<file path="src/rtl/wb_diff_io_ctrl_pkg.sv">
// Shared definitions for the Wishbone differential I/O controller: register
// byte offsets, the decoded register index and byte-lane helpers.
package wb_diff_io_pkg;

   localparam logic [31:0] REG_OUT_INV   = 32'h00;
   localparam logic [31:0] REG_IN_INV    = 32'h04;
   localparam logic [31:0] REG_OUT_EN    = 32'h08;
   localparam logic [31:0] REG_IN_STATE  = 32'h0C;
   localparam logic [31:0] REG_EDGE_STAT = 32'h10;
   localparam logic [31:0] REG_IRQ_EN    = 32'h14;
   localparam logic [31:0] REG_CNT_SEL   = 32'h18;
   localparam logic [31:0] REG_CNT_VAL   = 32'h1C;

   typedef enum logic [2:0] {
      IDX_OUT_INV   = REG_OUT_INV[4:2],
      IDX_IN_INV    = REG_IN_INV[4:2],
      IDX_OUT_EN    = REG_OUT_EN[4:2],
      IDX_IN_STATE  = REG_IN_STATE[4:2],
      IDX_EDGE_STAT = REG_EDGE_STAT[4:2],
      IDX_IRQ_EN    = REG_IRQ_EN[4:2],
      IDX_CNT_SEL   = REG_CNT_SEL[4:2],
      IDX_CNT_VAL   = REG_CNT_VAL[4:2]
   } reg_idx_e;

   // Expands the four Wishbone byte selects into a 32-bit bit mask.
   function automatic logic [31:0] byte_mask(input logic [3:0] sel);
      logic [31:0] m;
      for (int b = 0; b < 4; b++) begin
         m[8*b +: 8] = {8{sel[b]}};
      end
      return m;
   endfunction

endpackage

</file>
<file path="src/rtl/wb_diff_io_ctrl_if.sv">
// Wishbone classic bus bundle between the SoC master and wb_diff_io_ctrl;
// signal directions are named from the slave's point of view.
interface wb_diff_io_if;
   logic [31:0] wb_dat_i;
   logic [31:0] wb_dat_o;
   logic [31:0] wb_adr_i;
   logic        wb_we_i;
   logic [3:0]  wb_sel_i;
   logic        wb_cyc_i;
   logic        wb_stb_i;
   logic        wb_ack_o;

   modport slave (
      input  wb_dat_i, wb_adr_i, wb_we_i, wb_sel_i, wb_cyc_i, wb_stb_i,
      output wb_dat_o, wb_ack_o
   );

   modport master (
      output wb_dat_i, wb_adr_i, wb_we_i, wb_sel_i, wb_cyc_i, wb_stb_i,
      input  wb_dat_o, wb_ack_o
   );
endinterface

</file>
<file path="src/rtl/wb_diff_io_ctrl_in_chan.sv">
// One differential input channel: LVDS receiver model, synchroniser,
// polarity-aware edge detector and saturating event counter.
module diff_io_in_chan #(
   parameter int SYNC_STAGES = 2,
   parameter int CNT_W       = 16
) (
   input  logic             clk,
   input  logic             rst,      // asynchronous, active-low
   input  logic             p,
   input  logic             n,
   input  logic             inv,
   input  logic             cnt_clr,
   output logic             sync_o,
   output logic             event_o,
   output logic [CNT_W-1:0] cnt_o
);

   logic                   raw;
   logic                   raw_s;
   logic [SYNC_STAGES-1:0] sync_q;
   logic                   prev_q;
   logic [CNT_W-1:0]       cnt_q, cnt_d;

   // Receiver resolves high only when P is above N; equal pins read low.
   assign raw   = p & ~n;
   assign raw_s = sync_q[SYNC_STAGES-1];

   // prev_q holds the uncorrected level, so flipping inv moves both sides of
   // the compare together and can never fabricate an edge.
   assign sync_o  = raw_s ^ inv;
   assign event_o = (raw_s ^ inv) & ~(prev_q ^ inv);

   always_comb begin
      cnt_d = cnt_q;
      if (cnt_clr) begin
         cnt_d = event_o ? CNT_W'(1) : '0;
      end else if (event_o && (cnt_q != '1)) begin
         cnt_d = cnt_q + CNT_W'(1);
      end
   end

   // NOTE: synchroniser flops are reset too, so no stale pin level leaks
   // out of reset as a phantom edge; all state uses non-blocking updates.
   always_ff @(posedge clk or negedge rst) begin
      if (!rst) begin
         sync_q <= '0;
         prev_q <= 1'b0;
         cnt_q  <= '0;
      end else begin
         sync_q <= {sync_q[SYNC_STAGES-2:0], raw};
         prev_q <= raw_s;
         cnt_q  <= cnt_d;
      end
   end

   assign cnt_o = cnt_q;

endmodule

</file>
<file path="src/rtl/wb_diff_io_ctrl.sv">
// Wishbone-controlled bank of LVDS differential outputs and inputs with
// logical polarity inversion, sticky edge flags, edge counters and an IRQ.
module wb_diff_io_ctrl
   import wb_diff_io_pkg::*;
#(
   parameter int OUT_CH      = 8,
   parameter int IN_CH       = 8,
   parameter int CNT_W       = 16,
   parameter int SYNC_STAGES = 2
) (
   input  logic              wb_clk_i,
   input  logic              wb_rst_i,
   wb_diff_io_if.slave       wb,
   input  logic [OUT_CH-1:0] sig_out_i,
   output logic [OUT_CH-1:0] sig_out_p_o,
   output logic [OUT_CH-1:0] sig_out_n_o,
   input  logic [IN_CH-1:0]  sig_in_p_i,
   input  logic [IN_CH-1:0]  sig_in_n_i,
   output logic [IN_CH-1:0]  sig_in_o,
   output logic              irq_o
);

   localparam int SEL_W = (IN_CH > 1) ? $clog2(IN_CH) : 1;

   logic [OUT_CH-1:0] out_inv_q, out_inv_d, out_en_q, out_en_d;
   logic [IN_CH-1:0]  in_inv_q, in_inv_d, irq_en_q, irq_en_d;
   logic [IN_CH-1:0]  edge_stat_q, edge_stat_d;
   logic [SEL_W-1:0]  cnt_sel_q, cnt_sel_d;
   logic              ack_q, ack_d, irq_q, irq_d;
   logic [31:0]       dat_q, dat_d;

   logic [IN_CH-1:0]  in_corr, evt, cnt_clr;
   logic [CNT_W-1:0]  cnt [IN_CH];

   logic              req, wr, sel_valid;
   reg_idx_e          idx;
   logic [31:0]       wmask, wdat, rdata;
   logic              unused_adr;

   assign unused_adr = ^{wb.wb_adr_i[31:5], wb.wb_adr_i[1:0]};

   for (genvar i = 0; i < IN_CH; i++) begin : g_in
      diff_io_in_chan #(
         .SYNC_STAGES (SYNC_STAGES),
         .CNT_W       (CNT_W)
      ) u_chan (
         .clk     (wb_clk_i),
         .rst     (wb_rst_i),
         .p       (sig_in_p_i[i]),
         .n       (sig_in_n_i[i]),
         .inv     (in_inv_q[i]),
         .cnt_clr (cnt_clr[i]),
         .sync_o  (in_corr[i]),
         .event_o (evt[i]),
         .cnt_o   (cnt[i])
      );
   end

   // Output buffer model: P follows the driven level, N is its complement.
   for (genvar i = 0; i < OUT_CH; i++) begin : g_out
      logic drv;
      assign drv            = out_en_q[i] & (sig_out_i[i] ^ out_inv_q[i]);
      assign sig_out_p_o[i] = drv;
      assign sig_out_n_o[i] = ~drv;
   end

   // NOTE: every always_comb output gets a default first so no path can
   // leave it unassigned and infer a latch.
   always_comb begin
      req       = wb.wb_cyc_i & wb.wb_stb_i & ~ack_q;
      wr        = req & wb.wb_we_i;
      idx       = reg_idx_e'(wb.wb_adr_i[4:2]);
      wmask     = byte_mask(wb.wb_sel_i);
      wdat      = wb.wb_dat_i & wmask;
      sel_valid = int'(cnt_sel_q) < IN_CH;

      rdata = '0;
      unique case (idx)
         IDX_OUT_INV:   rdata[OUT_CH-1:0] = out_inv_q;
         IDX_IN_INV:    rdata[IN_CH-1:0]  = in_inv_q;
         IDX_OUT_EN:    rdata[OUT_CH-1:0] = out_en_q;
         IDX_IN_STATE:  rdata[IN_CH-1:0]  = in_corr;
         IDX_EDGE_STAT: rdata[IN_CH-1:0]  = edge_stat_q;
         IDX_IRQ_EN:    rdata[IN_CH-1:0]  = irq_en_q;
         IDX_CNT_SEL:   rdata[SEL_W-1:0]  = cnt_sel_q;
         IDX_CNT_VAL:   if (sel_valid) rdata[CNT_W-1:0] = cnt[cnt_sel_q];
         default:       rdata = '0;
      endcase

      out_inv_d   = out_inv_q;
      in_inv_d    = in_inv_q;
      out_en_d    = out_en_q;
      edge_stat_d = edge_stat_q;
      irq_en_d    = irq_en_q;
      cnt_sel_d   = cnt_sel_q;
      if (wr) begin
         unique case (idx)
            IDX_OUT_INV:   out_inv_d   = (out_inv_q & ~wmask[OUT_CH-1:0]) | wdat[OUT_CH-1:0];
            IDX_IN_INV:    in_inv_d    = (in_inv_q  & ~wmask[IN_CH-1:0])  | wdat[IN_CH-1:0];
            IDX_OUT_EN:    out_en_d    = (out_en_q  & ~wmask[OUT_CH-1:0]) | wdat[OUT_CH-1:0];
            IDX_EDGE_STAT: edge_stat_d = edge_stat_q & ~wdat[IN_CH-1:0];
            IDX_IRQ_EN:    irq_en_d    = (irq_en_q  & ~wmask[IN_CH-1:0])  | wdat[IN_CH-1:0];
            IDX_CNT_SEL:   cnt_sel_d   = (cnt_sel_q & ~wmask[SEL_W-1:0])  | wdat[SEL_W-1:0];
            default:       ;
         endcase
      end
      // A new event always wins over a coincident write-one-to-clear.
      edge_stat_d = edge_stat_d | evt;

      for (int i = 0; i < IN_CH; i++) begin
         cnt_clr[i] = wr && (idx == IDX_CNT_VAL) && (int'(cnt_sel_q) == i);
      end

      ack_d = req;
      dat_d = req ? rdata : '0;
      irq_d = |(edge_stat_q & irq_en_q);
   end

   always_ff @(posedge wb_clk_i or negedge wb_rst_i) begin
      if (!wb_rst_i) begin
         out_inv_q   <= '0;
         in_inv_q    <= '0;
         out_en_q    <= '0;
         edge_stat_q <= '0;
         irq_en_q    <= '0;
         cnt_sel_q   <= '0;
         ack_q       <= 1'b0;
         dat_q       <= '0;
         irq_q       <= 1'b0;
      end else begin
         out_inv_q   <= out_inv_d;
         in_inv_q    <= in_inv_d;
         out_en_q    <= out_en_d;
         edge_stat_q <= edge_stat_d;
         irq_en_q    <= irq_en_d;
         cnt_sel_q   <= cnt_sel_d;
         ack_q       <= ack_d;
         dat_q       <= dat_d;
         irq_q       <= irq_d;
      end
   end

   assign wb.wb_ack_o = ack_q;
   assign wb.wb_dat_o = dat_q;
   assign sig_in_o    = in_corr;
   assign irq_o       = irq_q;

endmodule
</file>
<file path="src/flat_wrapper.sv">
// flat-port wrapper written by rule: the top's interface ports become plain ports
module wb_diff_io_ctrl_flat import wb_diff_io_pkg::*;
#(
   parameter int OUT_CH      = 8,
   parameter int IN_CH       = 8,
   parameter int CNT_W       = 16,
   parameter int SYNC_STAGES = 2
)
  (wb_clk_i, wb_rst_i, sig_out_i, sig_out_p_o, sig_out_n_o, sig_in_p_i, sig_in_n_i, sig_in_o, irq_o, wb_wb_dat_i, wb_wb_adr_i, wb_wb_we_i, wb_wb_sel_i, wb_wb_cyc_i, wb_wb_stb_i, wb_wb_dat_o, wb_wb_ack_o);
  wb_diff_io_if wb_i ();
  input  logic wb_clk_i;
  input  logic wb_rst_i;
  input  logic [OUT_CH-1:0] sig_out_i;
  output logic [OUT_CH-1:0] sig_out_p_o;
  output logic [OUT_CH-1:0] sig_out_n_o;
  input  logic [IN_CH-1:0] sig_in_p_i;
  input  logic [IN_CH-1:0] sig_in_n_i;
  output logic [IN_CH-1:0] sig_in_o;
  output logic irq_o;
  input wire logic [$bits(wb_i.wb_dat_i)-1:0] wb_wb_dat_i;
  input wire logic [$bits(wb_i.wb_adr_i)-1:0] wb_wb_adr_i;
  input wire logic [$bits(wb_i.wb_we_i)-1:0] wb_wb_we_i;
  input wire logic [$bits(wb_i.wb_sel_i)-1:0] wb_wb_sel_i;
  input wire logic [$bits(wb_i.wb_cyc_i)-1:0] wb_wb_cyc_i;
  input wire logic [$bits(wb_i.wb_stb_i)-1:0] wb_wb_stb_i;
  output wire logic [$bits(wb_i.wb_dat_o)-1:0] wb_wb_dat_o;
  output wire logic [$bits(wb_i.wb_ack_o)-1:0] wb_wb_ack_o;
  assign wb_i.wb_dat_i = wb_wb_dat_i;
  assign wb_i.wb_adr_i = wb_wb_adr_i;
  assign wb_i.wb_we_i = wb_wb_we_i;
  assign wb_i.wb_sel_i = wb_wb_sel_i;
  assign wb_i.wb_cyc_i = wb_wb_cyc_i;
  assign wb_i.wb_stb_i = wb_wb_stb_i;
  assign wb_wb_dat_o = wb_i.wb_dat_o;
  assign wb_wb_ack_o = wb_i.wb_ack_o;
  wb_diff_io_ctrl #(.OUT_CH(OUT_CH), .IN_CH(IN_CH), .CNT_W(CNT_W), .SYNC_STAGES(SYNC_STAGES)) u_core (.wb_clk_i(wb_clk_i), .wb_rst_i(wb_rst_i), .wb(wb_i), .sig_out_i(sig_out_i), .sig_out_p_o(sig_out_p_o), .sig_out_n_o(sig_out_n_o), .sig_in_p_i(sig_in_p_i), .sig_in_n_i(sig_in_n_i), .sig_in_o(sig_in_o), .irq_o(irq_o));
endmodule
</file>
<file path="config.mk">
export PLATFORM = sky130hd
export DESIGN_NAME = wb_diff_io_ctrl_flat
export DESIGN_NICKNAME = d
export VERILOG_FILES = /design/src/rtl/wb_diff_io_ctrl_pkg.sv /design/src/rtl/wb_diff_io_ctrl_if.sv /design/src/rtl/wb_diff_io_ctrl_in_chan.sv /design/src/rtl/wb_diff_io_ctrl.sv /design/src/flat_wrapper.sv
export SDC_FILE = /design/constraint.sdc
export NUM_CORES = 1
export LEC_CHECK = 0
export CELL_PAD_IN_SITES_DETAIL_PLACEMENT = 1
export CELL_PAD_IN_SITES_GLOBAL_PLACEMENT = 2
export CORE_UTILIZATION = 33
export DETAILED_ROUTE_END_ITERATION = 8
export PLACE_DENSITY_LB_ADDON = 0.15
export SLEW_MARGIN = 20
export SYNTH_ARGS = -nofsm -noshare
export SYNTH_HDL_FRONTEND = slang
export SYNTH_SLANG_ARGS = --single-unit
</file>
<file path="constraint.sdc">
create_clock -name wb_clk_i -period 1.95 [get_ports wb_clk_i]
set_clock_uncertainty 0.15 [all_clocks]
set_input_delay 0.195 -clock wb_clk_i [delete_from_list [all_inputs] [get_ports wb_clk_i]]
set_output_delay 0.195 -clock wb_clk_i [all_outputs]
set_load 0.005 [all_outputs]
</file>
== Yosys cells after proc, flatten, opt, wreduce, memory -nomap -nowiden ==
Cells that the tools add are included.
Cells by class
  reduce and logical (&&, ||, !) cells: 33
  order comparisons: 1
  add/sub/neg operators: 8
  muxes and demuxes: 33
  bitwise logic cells: 94
  equal/unequal tests: 22
Operators with widths (count)
  $mux W16: 19
  $add A16 B1 Y16 const B: 8
  $ne A16 B16 Y1 const B: 8
  $and A8 B8 Y8: 7
  $bmux W16 S3: 1
  $or A8 B8 Y8: 5
  $pmux W5 S7: 1
  $and A1 B1 Y1: 27
  $not A1 Y1: 25
  $eq A3 B3 Y1 const B: 8
  $mux W8: 3
  $pmux W3 S8: 1
  $xor A1 B1 Y1: 24
  $logic_and A1 B1 Y1: 17
  $not A8 Y8: 2
  $reduce_bool A2 Y1: 8
  $eq A3 B2 Y1 const B: 4
  $reduce_and A2 Y1: 5
  $mux W1: 8
  $reduce_or A8 Y1: 1
  $eq A3 B1 Y1 const B: 2
  $logic_not A3 Y1: 2
  $ge A4 B4 Y1 const B: 1
  $not A3 Y4: 1
  3 further kinds: 3
Word-level totals
  input port bits: 97
  word-level logic and storage cells: 224
  output and inout bits: 58
  flip-flop bits (word level): 229

== Logic depth before layout (Yosys ltp) ==
  depth after elaboration: 6
  mapped depth: 8
  gate-level depth less buffers: 5

== Modules after synthesis ==
A second synthesis with hierarchy kept.
Second synthesis, totals
  cell total of the unflattened synthesis: 1202
  area, all modules: 12490.7 um2
Modules (own cells, without submodules)
  diff_io_in_chan: cells an instance 103, sequential area each 475.5 um2, times used 8, area each 1038.5 um2
  wb_diff_io_ctrl: cells an instance 378, sequential area each 1526.5 um2, times used 1, area each 4182.8 um2

== Least setup slack after synthesis ==
OpenSTA, ideal clock, no wires.
  path type: reg-to-reg
  start point: reg (tool-made name)
  end point: reg u_core.g_in[5].u_chan.cnt_q[15]
  library setup time: 77 ps
  buffers on the path: 1
  arrival time: 1939 ps
  stages on the path, launching flop included: 6
  slack: -216 ps
  data required time: 1723 ps
  cells stage by stage: dfrtp_1 -> or3b_1 -> buf_2 -> a2111o_1 -> or4_1 -> a21oi_1
RTL lines
  to (signal assigned): line wb_diff_io_ctrl_in_chan.sv:52  | cnt_q <= cnt_d;
  to (decl): line wb_diff_io_ctrl_in_chan.sv:22  | logic [CNT_W-1:0] cnt_q, cnt_d;

== Final worst setup path ==
  start point: reg u_core.g_in[5].u_chan.sync_q[1]
  end point: reg u_core.g_in[5].u_chan.cnt_q[15]
Between the ends
  cells in the longest elaborated chain, start to end: 4
RTL lines
  from (decl): line wb_diff_io_ctrl_in_chan.sv:20  | logic [SYNC_STAGES-1:0] sync_q;
  from (signal assigned): line wb_diff_io_ctrl_in_chan.sv:50  | sync_q <= {sync_q[SYNC_STAGES-2:0], raw};
  $xor A1 B1 Y1: line wb_diff_io_ctrl_in_chan.sv:31  | assign event_o = (raw_s ^ inv) & ~(prev_q ^ inv);
  $and A1 B1 Y1: line wb_diff_io_ctrl_in_chan.sv:31
  $logic_and A1 B1 Y1: line wb_diff_io_ctrl_in_chan.sv:37  | end else if (event_o && (cnt_q != '1)) begin
  $reduce_bool A2 Y1 (no source line)
No other way between the ends.
A chain may end at the register's enable or synchronous reset.

==> flow_summary.json <==
{
  "outcome": "finished with violations",
  "violations": "setup timing",
  "drt_drc_violations_left": 0,
  "number_of_ports_placed_on_the_die_boundary": 155,
  "dp_cells": 2072,
  "synth.most_common_cell": "dfrtp_1",
  "groute.usage.overall": 0.243,
  "synthesis_to_layout_area_growth_pct": 42.2,
  "setup_viol_count_final": 10,
  "worstHoldPathType": "input pin to flop",
  "cts_root_buffer": "clkbuf_16",
  "clock_sinks": 213,
  "clk_latency_ns": 0.55,
  "timing.final.crit_share": 1.10,
  "synth_common_cells": "213 x dfrtp_1, 123 x nand2_1, 89 x a21oi_1",
  "average_via_count_per_standard_cell": 5.60,
  "worst-slew-pin-transition_ns": 0.588,
  "min_to": "u_core.g_in[2].u_chan.sync_q[0]$_DFF_PN0_",
  "detail-route-antenna-nets": 0,
  "hold_start": "sig_in_n_i[2]",
  "rr_endpoint": "u_core.g_in[5].u_chan.cnt_o[15]$_DFFE_PN0P_",
  "final_hold_viol_count": 0,
  "grt_setup_unrepaired": "yes",
  "die-area_mm2": 0.0389,
  "synth_enable_flop_cells": 0,
  "clk_buf_depth": 3,
  "post_synth_num_cell_types": 71,
  "fraction_of_final_layout_cells_sized_beyond_drive_strength_1": 0.341,
  "global_route_overflow": 0,
  "crit_path_start_kind": "flop",
  "final_net_count": 1749,
  "cp.required_ns": 2.27,
  "max_freq_ghz": 0.466,
  "mappedNetlistArea_mm2": 0.0126,
  "cts.htree.levels": 1,
  "async_flop_share": 1.00,
  "drt_first_pass_iters": 5,
  "antenna-diode-count": 0,
  "timing.final.ws_setup_ns": -0.198,
  "vdd_drop_max_mv": 0.691,
  "first_global_vias": 12700,
  "timing.final.crit_period_ns": 2.15,
  "critical_path_class": "flop to flop",
  "seq_area_frac_synth": 0.424,
  "grt_start_max_net_pins": 52,
  "leakage_power_figure_uw": 0.00757,
  "wire_per_inst_um": 21.9,
  "buffer_ports.inserted": 82,
  "antenna_found_initial": 0,
  "final_max_slew_viol_count": 0,
  "tritoncts": "yes",
  "synth.yosys.warnings": 0,
  "routed_wirelength_um": 47600,
  "syn_avg_cell_area_um2": 9.88,
  "first_pass_grt_wire_length_um": 73200,
  "drt-initial-drc-count": 605,
  "clk_pin_slew_worst_paths_ns": 0.06,
  "instances_no_fill": 2175,
  "vias_post_dr": 12200,
  "die_width_um": 197,
  "synth_top_cell_area_share": 0.424,
  "timing.reg2reg.worst_path_depth": 4,
  "floorplan.initialDensity": 0.335,
  "synth_area_leader_cell": "dfrtp_1",
  "gpl.final_weighted_congestion": 0.874,
  "regToRegStartpoint": "u_core.g_in[5].u_chan.sync_q[1]$_DFF_PN0_",
  "ys_seq_elements": 213,
  "r2r_setup_slack_ns": -0.20,
  "cts_made_buffers": 27,
  "setup.worst_path.end_class": "flop",
  "synth_top_cells_by_area": "dfrtp_1 42%, mux4_2 4.3%, mux2i_1 3.9%, nand2_1 3.7%, a21oi_1 3.5%",
  "worst_hold_path.num_cells": 2,
  "synth_top_flop_cell": "dfrtp_1",
  "drv.max_cap_violation_count": 0,
  "headroom_to_the_max_slew_limit": 0.607,
  "timing.critical_path.arrival_ns": 2.47,
  "die-height_um": 197,
  "core_region_area_mm2": 0.0376,
  "powerDensity_mw_per_mm2": 997,
  "fin_util": 0.476,
  "critPathMaxFanout": 4,
  "synth_cells": 1273,
  "hpwlAfterDp_um": 35500,
  "rows": 71
}
-- layout make-up --
class | count | area [µm²]
Fill cell | 4191 | 19700
Clock inverter | 9 | 145
Inverter | 33 | 128
Sequential cell | 213 | 5340
Timing Repair Buffer | 417 | 3520
Clock buffer | 40 | 795
Tap cell | 511 | 639
Multi-Input combinational cell | 952 | 7320
-- worst max-delay path by stage --
stage,startpoint,to,slack [ns]
floorplan,flop,u_core.g_in[5].u_chan.cnt_o[15]$_DFFE_PN0P_,-0.11
global placement,wb_wb_we_i,u_core.g_in[0].u_chan.cnt_o[2]$_DFFE_PN0P_,-0.25
detailed placement,wb_wb_adr_i[3],u_core.wb.wb_dat_o[6]$_DFF_PN0_,-0.29
CTS,u_core.g_in[5].u_chan.sync_q[1]$_DFF_PN0_,u_core.g_in[5].u_chan.cnt_o[13]$_DFFE_PN0P_,-0.14
global route,u_core.g_in[5].u_chan.sync_q[1]$_DFF_PN0_,u_core.g_in[5].u_chan.cnt_o[13]$_DFFE_PN0P_,-0.28
finish,u_core.g_in[5].u_chan.sync_q[1]$_DFF_PN0_,u_core.g_in[5].u_chan.cnt_o[15]$_DFFE_PN0P_,-0.20
-- where the power goes --
part	internal [µW]	switching (µW)	leakage (µW)	total, µW
clock	3320	2020	0.000466	5350
sequential	5280	917	0.00250	6200
combinational	3020	3260	0.00461	6290
-- repair_timing --
item / 4_1_cts / 5_1_grt
gates resized for setup: 71 / 111
gates cloned: 1 / 4
setup endpoints to repair: 87 / 126
hold endpoints to repair: 213 / 0
buffers inserted: 17 / 31
pin swaps: 21 / 51
hold buffers: 2 / 0
-- worst max-delay path: stages, from the launching register on --
cell and delay (ns):
dfrtp_2 0.42, or3b_4 0.44, a2111o_1 0.49, or4_1 0.42, a21oi_1 0.15
-- layer usage --
| layer | GRT usage | vias up | wire length [µm] | part of all wire |
|---|---|---|---|---|
| li1 | - | 5619 | - | - |
| met1 | 0.336 | 6241 | 22000 | 0.46 |
| met2 | 0.402 | 241 | 22500 | 0.47 |
| met3 | 0.0253 | 71 | 1700 | 0.036 |
| met4 | 0.0709 | 0 | 1330 | 0.028 |
| met5 | 0 | - | 0 | 0 |
-- cell usage in the layout, fill, tap and decap left out, types with 9 or more instances in the layout --
master	Yosys	routed
buf_4	32	300
dfrtp_1	213	208
nand2_1	123	122
a21oi_1	89	66
clkdlybuf4s50_1	0	57
mux2i_1	49	49
o21ai_0	44	41
o31ai_1	44	41
mux2_2	38	38
or4_1	52	38
nand4_1	36	36
nand3_1	38	35
inv_1	33	31
and4_1	30	28
nand2b_1	27	27
clkbuf_16	0	27
nor2_1	28	24
mux4_2	24	24
o211ai_1	24	24
a21oi_2	0	23
and3_1	22	20
dlygate4sd2_1	0	20
nor2b_1	19	19
buf_6	0	18
or3_1	18	17
conb_1	1	16
or4_4	0	14
a211oi_1	17	13
nor3_1	14	13
xor2_1	16	12
buf_12	0	12
and2_1	12	11
a31oi_1	10	10
o41ai_1	10	10
a22oi_1	9	9
nor4_1	16	9
-- logic make-up (layout without fill, tap and decap cells) --
kind of cell | after synthesis | after routing | synth area share
multiplexers | 111 | 111 | 0.116
AND/OR/NAND/NOR | 479 | 479 | 0.222
other | 1 | 16 | 0.000298
flip-flops | 213 | 213 | 0.424
adder cells (fa/ha/maj) | 8 | 8 | 0.00796
XOR/XNOR | 16 | 16 | 0.0111
buffers and inverters | 123 | 499 | 0.0472
AO/OA/AOI/OAI | 322 | 322 | 0.172
-- stage by stage --
| stage | hold WS, ns | setup slack (ns) | TNS [ns] | power, µW | cell area, µm² |
|---|---|---|---|---|---|
| finish | 0.0268 | -0.198 | -0.707 | 17800 | 17900 |
| detailed placement | -0.0626 | -0.288 | -20.99 | 11900 | 15900 |
| CTS | 0.00365 | -0.141 | -0.477 | 17500 | 17200 |
| global route | 0.0236 | -0.285 | -1.97 | 18800 | 17900 |
| floorplan | -0.251 | -0.109 | -0.596 | 8790 | 12700 |
| global placement | -0.0616 | -0.254 | -16.90 | 11700 | 15900 |
(Power assumes the default switching activity.)
==> RTL change 1 (config.mk and constraints unchanged) <==
`IN_CH` is set to 8 in 2 places; all go to 4.
--- a/src/rtl/wb_diff_io_ctrl.sv
+++ b/src/rtl/wb_diff_io_ctrl.sv
@@ -4,7 +4,7 @@
    import wb_diff_io_pkg::*;
 #(
    parameter int OUT_CH      = 8,
-   parameter int IN_CH       = 8,
+   parameter int IN_CH       = 4,
    parameter int CNT_W       = 16,
    parameter int SYNC_STAGES = 2
 ) (
--- a/src/flat_wrapper.sv
+++ b/src/flat_wrapper.sv
@@ -2,7 +2,7 @@
 module wb_diff_io_ctrl_flat import wb_diff_io_pkg::*;
 #(
    parameter int OUT_CH      = 8,
-   parameter int IN_CH       = 8,
+   parameter int IN_CH       = 4,
    parameter int CNT_W       = 16,
    parameter int SYNC_STAGES = 2
 )
Interface: changed (resized sig_in_n_i, sig_in_o and sig_in_p_i); port bits go from 155 to 143. The function was not compared with the original's and may differ.
==> RTL change 1 against the unedited design <==
- setup slack gained 0.24 ns
- clock power is 40% lower
- synthesized cell count down 48%
- wire length decreased by 58%
- critical path type unchanged
- sequential cell count fell by 89
- synthesized area decreased by 45%
- worst hold slack gained 0.013 ns
- design area is 48% lower
- total power decreased by 37%
- critical path depth up 1
- die area fell by 45%
- first-iteration DRC count down 66%
==> RTL change 1: results (changes against the unedited design) <==
stage,metric,value,unit,change
layout,ClkCell Share,6.382,%,+1.1 points
layout,multi-input gate share of the layout cell area,38.64,%,-2.3 points
layout,Signal buf overhead,17.16,%,-2.5 points
layout,Ant. Diodes,1,,+1
critical_path,R2R setup slack,0.04,ns,+0.24 ns
cts,Clock Tree Buf Depth,2,,-1
layout,# fillers,2254,,-46%
placement,port bufs,70,,-15%
worst_hold_path,Hold Crit Class,in -> async,,
placement,DPL Wire Length,14.97,mm,-58%
layout,Non-Clock Inverter Count,17,,-48%
routing,first drt pass iteration count,4,,-1
critical_path,CP peak stage delay,0.44,ns,-0.05 ns
logic_synthesis,mux share of post-synthesis cell area,10.63,%,-0.96 points
critical_path,worst r2r dst,u_core.g_in[3].u_chan.cnt_o[15],,
cts,Worst-Skew Late Latency,0.43,ns,-0.12 ns
placement,Final Wtd Congestion,0.8563,,-2.1%
global_routing,first-pass GRT wire length,32.15,mm,-56%
critical_path,Worst path slowest cell,or3b_4,,
cts,clock sink count,124,,-42%
die,horizontal die dimension,146.2,um,-26%
power_and_ir_drop,Leak Pwr,0.003988,uW,-47%
outcome,status,completed,,
critical_path,Critical Path AT,2.07,ns,-0.40 ns
global_routing,vias in the first global route,5899,,-54%
sta,Slew headroom,55.26,%,-5.5 points
critical_path,Reg2Reg Depth,5,,+1
logic_synthesis,Adder-Cell Fraction of Synth Area,0.7297,%,-0.066 points
layout,number of clock buffers in the layout,19,,-53%
placement,placed cells,1058,,-49%
logic_synthesis,Netlist cell types,63,,-11%
global_routing,largest net degree at the start of global routing,55,,+5.8%
layout,ratio of cells with drive above 1 in the final layout,26.79,%,-7.3 points
global_routing,initial antenna violation count,1,,+1
logic_synthesis,Syn Inst Count,659,,-48%
layout,Final Net Count,916,,-48%
logic_synthesis,Synth Area in XOR/XNOR,8.811,%,+7.7 points
placement,Placed Area,8384,um^2,-47%
routing,WL/cell,17.99,um,-18%
==> RTL change 1: power breakdown <==
group / internal [uW] / leakage [uW] / switching, uW
Sequential: 3260 / 0.00146 / 796
Combinational: 1970 / 0.00223 / 1990
Clock: 2020 / 0.000292 / 1210
==> RTL change 1: worst max-delay path, delay by kind of cell (launching register included) <==
kind            cells  cell delay (ns)
compound gates      1             0.41
simple gates        3             0.66
flops               1             0.38
xor+xnor            1             0.19
==> RTL change 1: repair_timing <==
item,4_1_cts,5_1_grt
pin swaps,14,9
gates resized for setup,14,34
endpoints found under the setup margin,20,60
hold buffers,1,0
cloned,0,1
setup buffers,8,6
endpoints found under the hold margin,124,0
==> RTL change 1: layer usage <==
| layer | global-route usage [%] | part of all wire, % | up-vias |
|---|---|---|---|
| li1 | - | - | 2619 |
| met1 | 26.43 | 45 | 2836 |
| met2 | 31.79 | 49 | 101 |
| met3 | 4.313 | 4.6 | 15 |
| met4 | 4.948 | 0.91 | 0 |
| met5 | 0 | 0 | - |
==> RTL change 1: worst max path at each step <==
stage | endpoint | slack, ns | depth (start not counted)
after global placement | register | -0.20 | 5
after global routing | u_core.g_in[3].u_chan.cnt_o[15] | -0.07 | 5
after CTS | u_core.g_in[0].u_chan.cnt_o[7] | 0.002 | 7
after detailed placement | register | -0.24 | 5
final | u_core.g_in[3].u_chan.cnt_o[15] | 0.04 | 5
after floorplan | register | 0.08 | 4
==> RTL change 1: cells by family (layout without fill, tap and decap cells) <==
| family | count (synthesis) | count (layout) |
|---|---|---|
| other | 1 | 17 |
| multiplexers | 50 | 50 |
| buffers and inverters | 68 | 230 |
| AND/OR/NAND/NOR | 294 | 294 |
| AO/OA/AOI/OAI | 49 | 49 |
| adder cells (fa/ha/maj) | 4 | 4 |
| flip-flops | 124 | 124 |
| XOR/XNOR | 69 | 69 |
==> RTL change 2 (config.mk and constraints unchanged) <==
Made on the original files. `dat_q` no longer has a reset.
--- a/src/rtl/wb_diff_io_ctrl.sv
+++ b/src/rtl/wb_diff_io_ctrl.sv
@@ -125,7 +125,6 @@
          irq_en_q    <= '0;
          cnt_sel_q   <= '0;
          ack_q       <= 1'b0;
-         dat_q       <= '0;
          irq_q       <= 1'b0;
       end else begin
          out_inv_q   <= out_inv_d;
@@ -135,9 +134,12 @@
          irq_en_q    <= irq_en_d;
          cnt_sel_q   <= cnt_sel_d;
          ack_q       <= ack_d;
-         dat_q       <= dat_d;
          irq_q       <= irq_d;
       end
+   end
+
+   always_ff @(posedge wb_clk_i) begin
+      dat_q <= dat_d;
    end
 
    assign wb.wb_ack_o = ack_q;
Function: differs if wb_rst_i is asserted again (counterexample within 4 cycles, from zero or initial values and one cycle with wb_rst_i low); with wb_rst_i held inactive, the same outputs for 4 cycles.
==> RTL change 2 against the unedited design <==
- sequential cell count unchanged
- sequential share of layout area down 0.31 points
- synthesized cell count down 2.7%
- sequential power up 6.8%
- wire length down 2.0%
- largest power group is now sequential cells
- worst hold slack worse by 0.0044 ns
- the run still ends with setup timing left
- setup slack better by 0.031 ns
- total power up 4.2%
- utilization up 0.73 points
- critical path depth unchanged
- critical path type unchanged
- global-route usage down 0.46 points
- synthesized area down 0.84%
- critical endpoint is now u_core.g_in[7].u_chan.cnt_o[7]
- design area down 0.37%
==> RTL change 2: results (changes against the unedited design) <==
stage,metric,value,unit,change
power_and_ir_drop,Flop+latch power,6620,uW,+6.8%
placement,DPL Wire Length,33.90,mm,-4.4%
sta,number of endpoints failing setup at the final stage,23,,+13
global_routing,first-pass GRT wire length,71.47,mm,-2.4%
global_routing,vias in the first global route,12110,,-4.8%
layout,ratio of cells with drive above 1 in the final layout,37.40,%,+3.3 points
outcome,status,"complete, but fails checks",,
logic_synthesis,"Seq/Total Area, Yosys",42.09,%,-0.28 points
routing,Detailed Route Iter0 Violations,641,,+6.0%
worst_hold_path,Hold Crit Endpoint,u_core.g_in[3].u_chan.sync_q[0],,
global_routing,total global-route track usage,23.88,%,-0.46 points
power_and_ir_drop,Leak Pwr,0.007211,uW,-4.8%
global_routing,initial antenna violation count,1,,+1
logic_synthesis,Netlist cell types,79,,+11%
sta,actual slew at the worst max-slew pin,0.5452,ns,-0.04313 ns
cts,Worst-Skew Late Latency,0.56,ns,
cts,CTS buffer count,27,,unchanged
critical_path,R2R Path Start,u_core.g_in[7].u_chan.sync_q[1],,
cts,Clock Tree Buf Depth,3,,unchanged
power_and_ir_drop,Sw Ratio,35.98,%,+1.2 points
logic_synthesis,"top cells by count, synth","dfrtp_1, nand2_1, a21oi_1, or4_1, o31ai_1",,
logic_synthesis,asr flop ratio synth,92.49,%,-7.5 points
power_and_ir_drop,Total Power,18580,uW,+4.2%
critical_path,Reg2Reg Depth,4,,unchanged
global_routing,largest net degree at the start of global routing,55,,+5.8%
power_and_ir_drop,combinational power,6520,uW,+3.7%
critical_path,Critical Path AT,2.45,ns,-0.02 ns
critical_path,worst-path fanout max,8,,+4
logic_synthesis,ranking of synthesized cells by area,"dfrtp_1, mux4_2, a21oi_1",,
sta,final worst slack,-0.1673,ns,+0.03074 ns
layout,# fillers,4079,,-2.7%
layout,Final Net Count,1683,,-3.8%
placement,"worst slack, placed",-0.2712,ns,+0.01670 ns
outcome,failing checks,setup timing,,
worst_hold_path,Hold Startpoint,sig_in_n_i[3],,
routing,Routed WL,46.63,mm,-2.0%
## RTL change 2: changes by cell type in the layout (fill, tap and decap cells not counted), moves of 14 or more
cell     delta
buf_4      -41
dfrtp_1    -22
dfxtp_1    +16
nand2_1    -14
nand3_1    +14
## RTL change 2: area by class of cell
cell class / instances / area [um^2] / share of cell area (%)
multi-input cells: 925 / 7574 / 42.50
repair buffers: 382 / 3278 / 18.40
flip-flops and latches: 213 / 5264 / 29.54
inverters: 29 / 108.9 / 0.6109
clock buffers: 40 / 804.5 / 4.515
clock inverters: 10 / 156.4 / 0.8777
well taps: 504 / 630.6 / 3.539
diodes: 1 / 2.502 / 0.01404
## RTL change 2: stage by stage
step / cell area [um^2] / util [%] / setup TNS [ns] / std cells / hold WS [ns]
finish: 17820 / 48.32 / -1.808 / 2104 / 0.02245
global route: 17820 / 48.32 / -4.445 / 2103 / 0.01940
CTS: 16970 / 46.02 / -1.459 / 2078 / 0.0006020
detailed placement: 15590 / 42.27 / -20.72 / 2007 / -0.02543
global placement: 15590 / 42.27 / -19.25 / 2007 / -0.02601
floorplan: 12560 / - / -0.2986 / 1253 / -0.2506
## RTL change 2: cells by family after synthesis
logic type               count (synthesis)  synth area share, %
XOR/XNOR                                19                1.334
other                                    1              0.03006
buffers and inverters                  115                4.735
flip-flops                             213                42.09
AND/OR/NAND/NOR                        472                22.20
adder cells (fa/ha/maj)                  8               0.8025
AO/OA/AOI/OAI                          299                16.21
multiplexers                           111                12.60
## RTL change 2: what timing repair did
item | 4_1_cts | 5_1_grt
pin swaps | 41 | 48
hold endpoints to repair | 198 | 0
gates resized for setup | 93 | 164
cloned | 0 | 2
setup endpoints to repair | 81 | 109
setup buffers | 19 | 25
hold buffers | 3 | 0
## RTL change 2: worst max-delay path by stage
stage                                          startpoint                               to  slack, ns  cells past startpoint
after detailed placement                   wb_wb_adr_i[4]            u_core.wb.wb_dat_o[6]      -0.27                      7
after global placement                     wb_wb_adr_i[4]            u_core.wb.wb_dat_o[6]      -0.27                      7
after CTS                 u_core.g_in[7].u_chan.sync_q[1]  u_core.g_in[7].u_chan.cnt_o[15]      -0.16                      4
after global routing      u_core.g_in[7].u_chan.sync_q[1]   u_core.g_in[7].u_chan.cnt_o[7]      -0.21                      4
final                     u_core.g_in[7].u_chan.sync_q[1]   u_core.g_in[7].u_chan.cnt_o[7]      -0.17                      4
after floorplan                                  register  u_core.g_in[1].u_chan.cnt_o[15]      -0.06                      5
## RTL change 2: per-layer routing
metal / wire length, um / up-vias / global-route usage [%]
li1: - / 5470 / -
met1: 22730 / 6080 / 34.82
met2: 21130 / 230 / 37.18
met3: 1660 / 62 / 2.858
met4: 1105 / 0 / 6.684
met5: 0 / - / 0
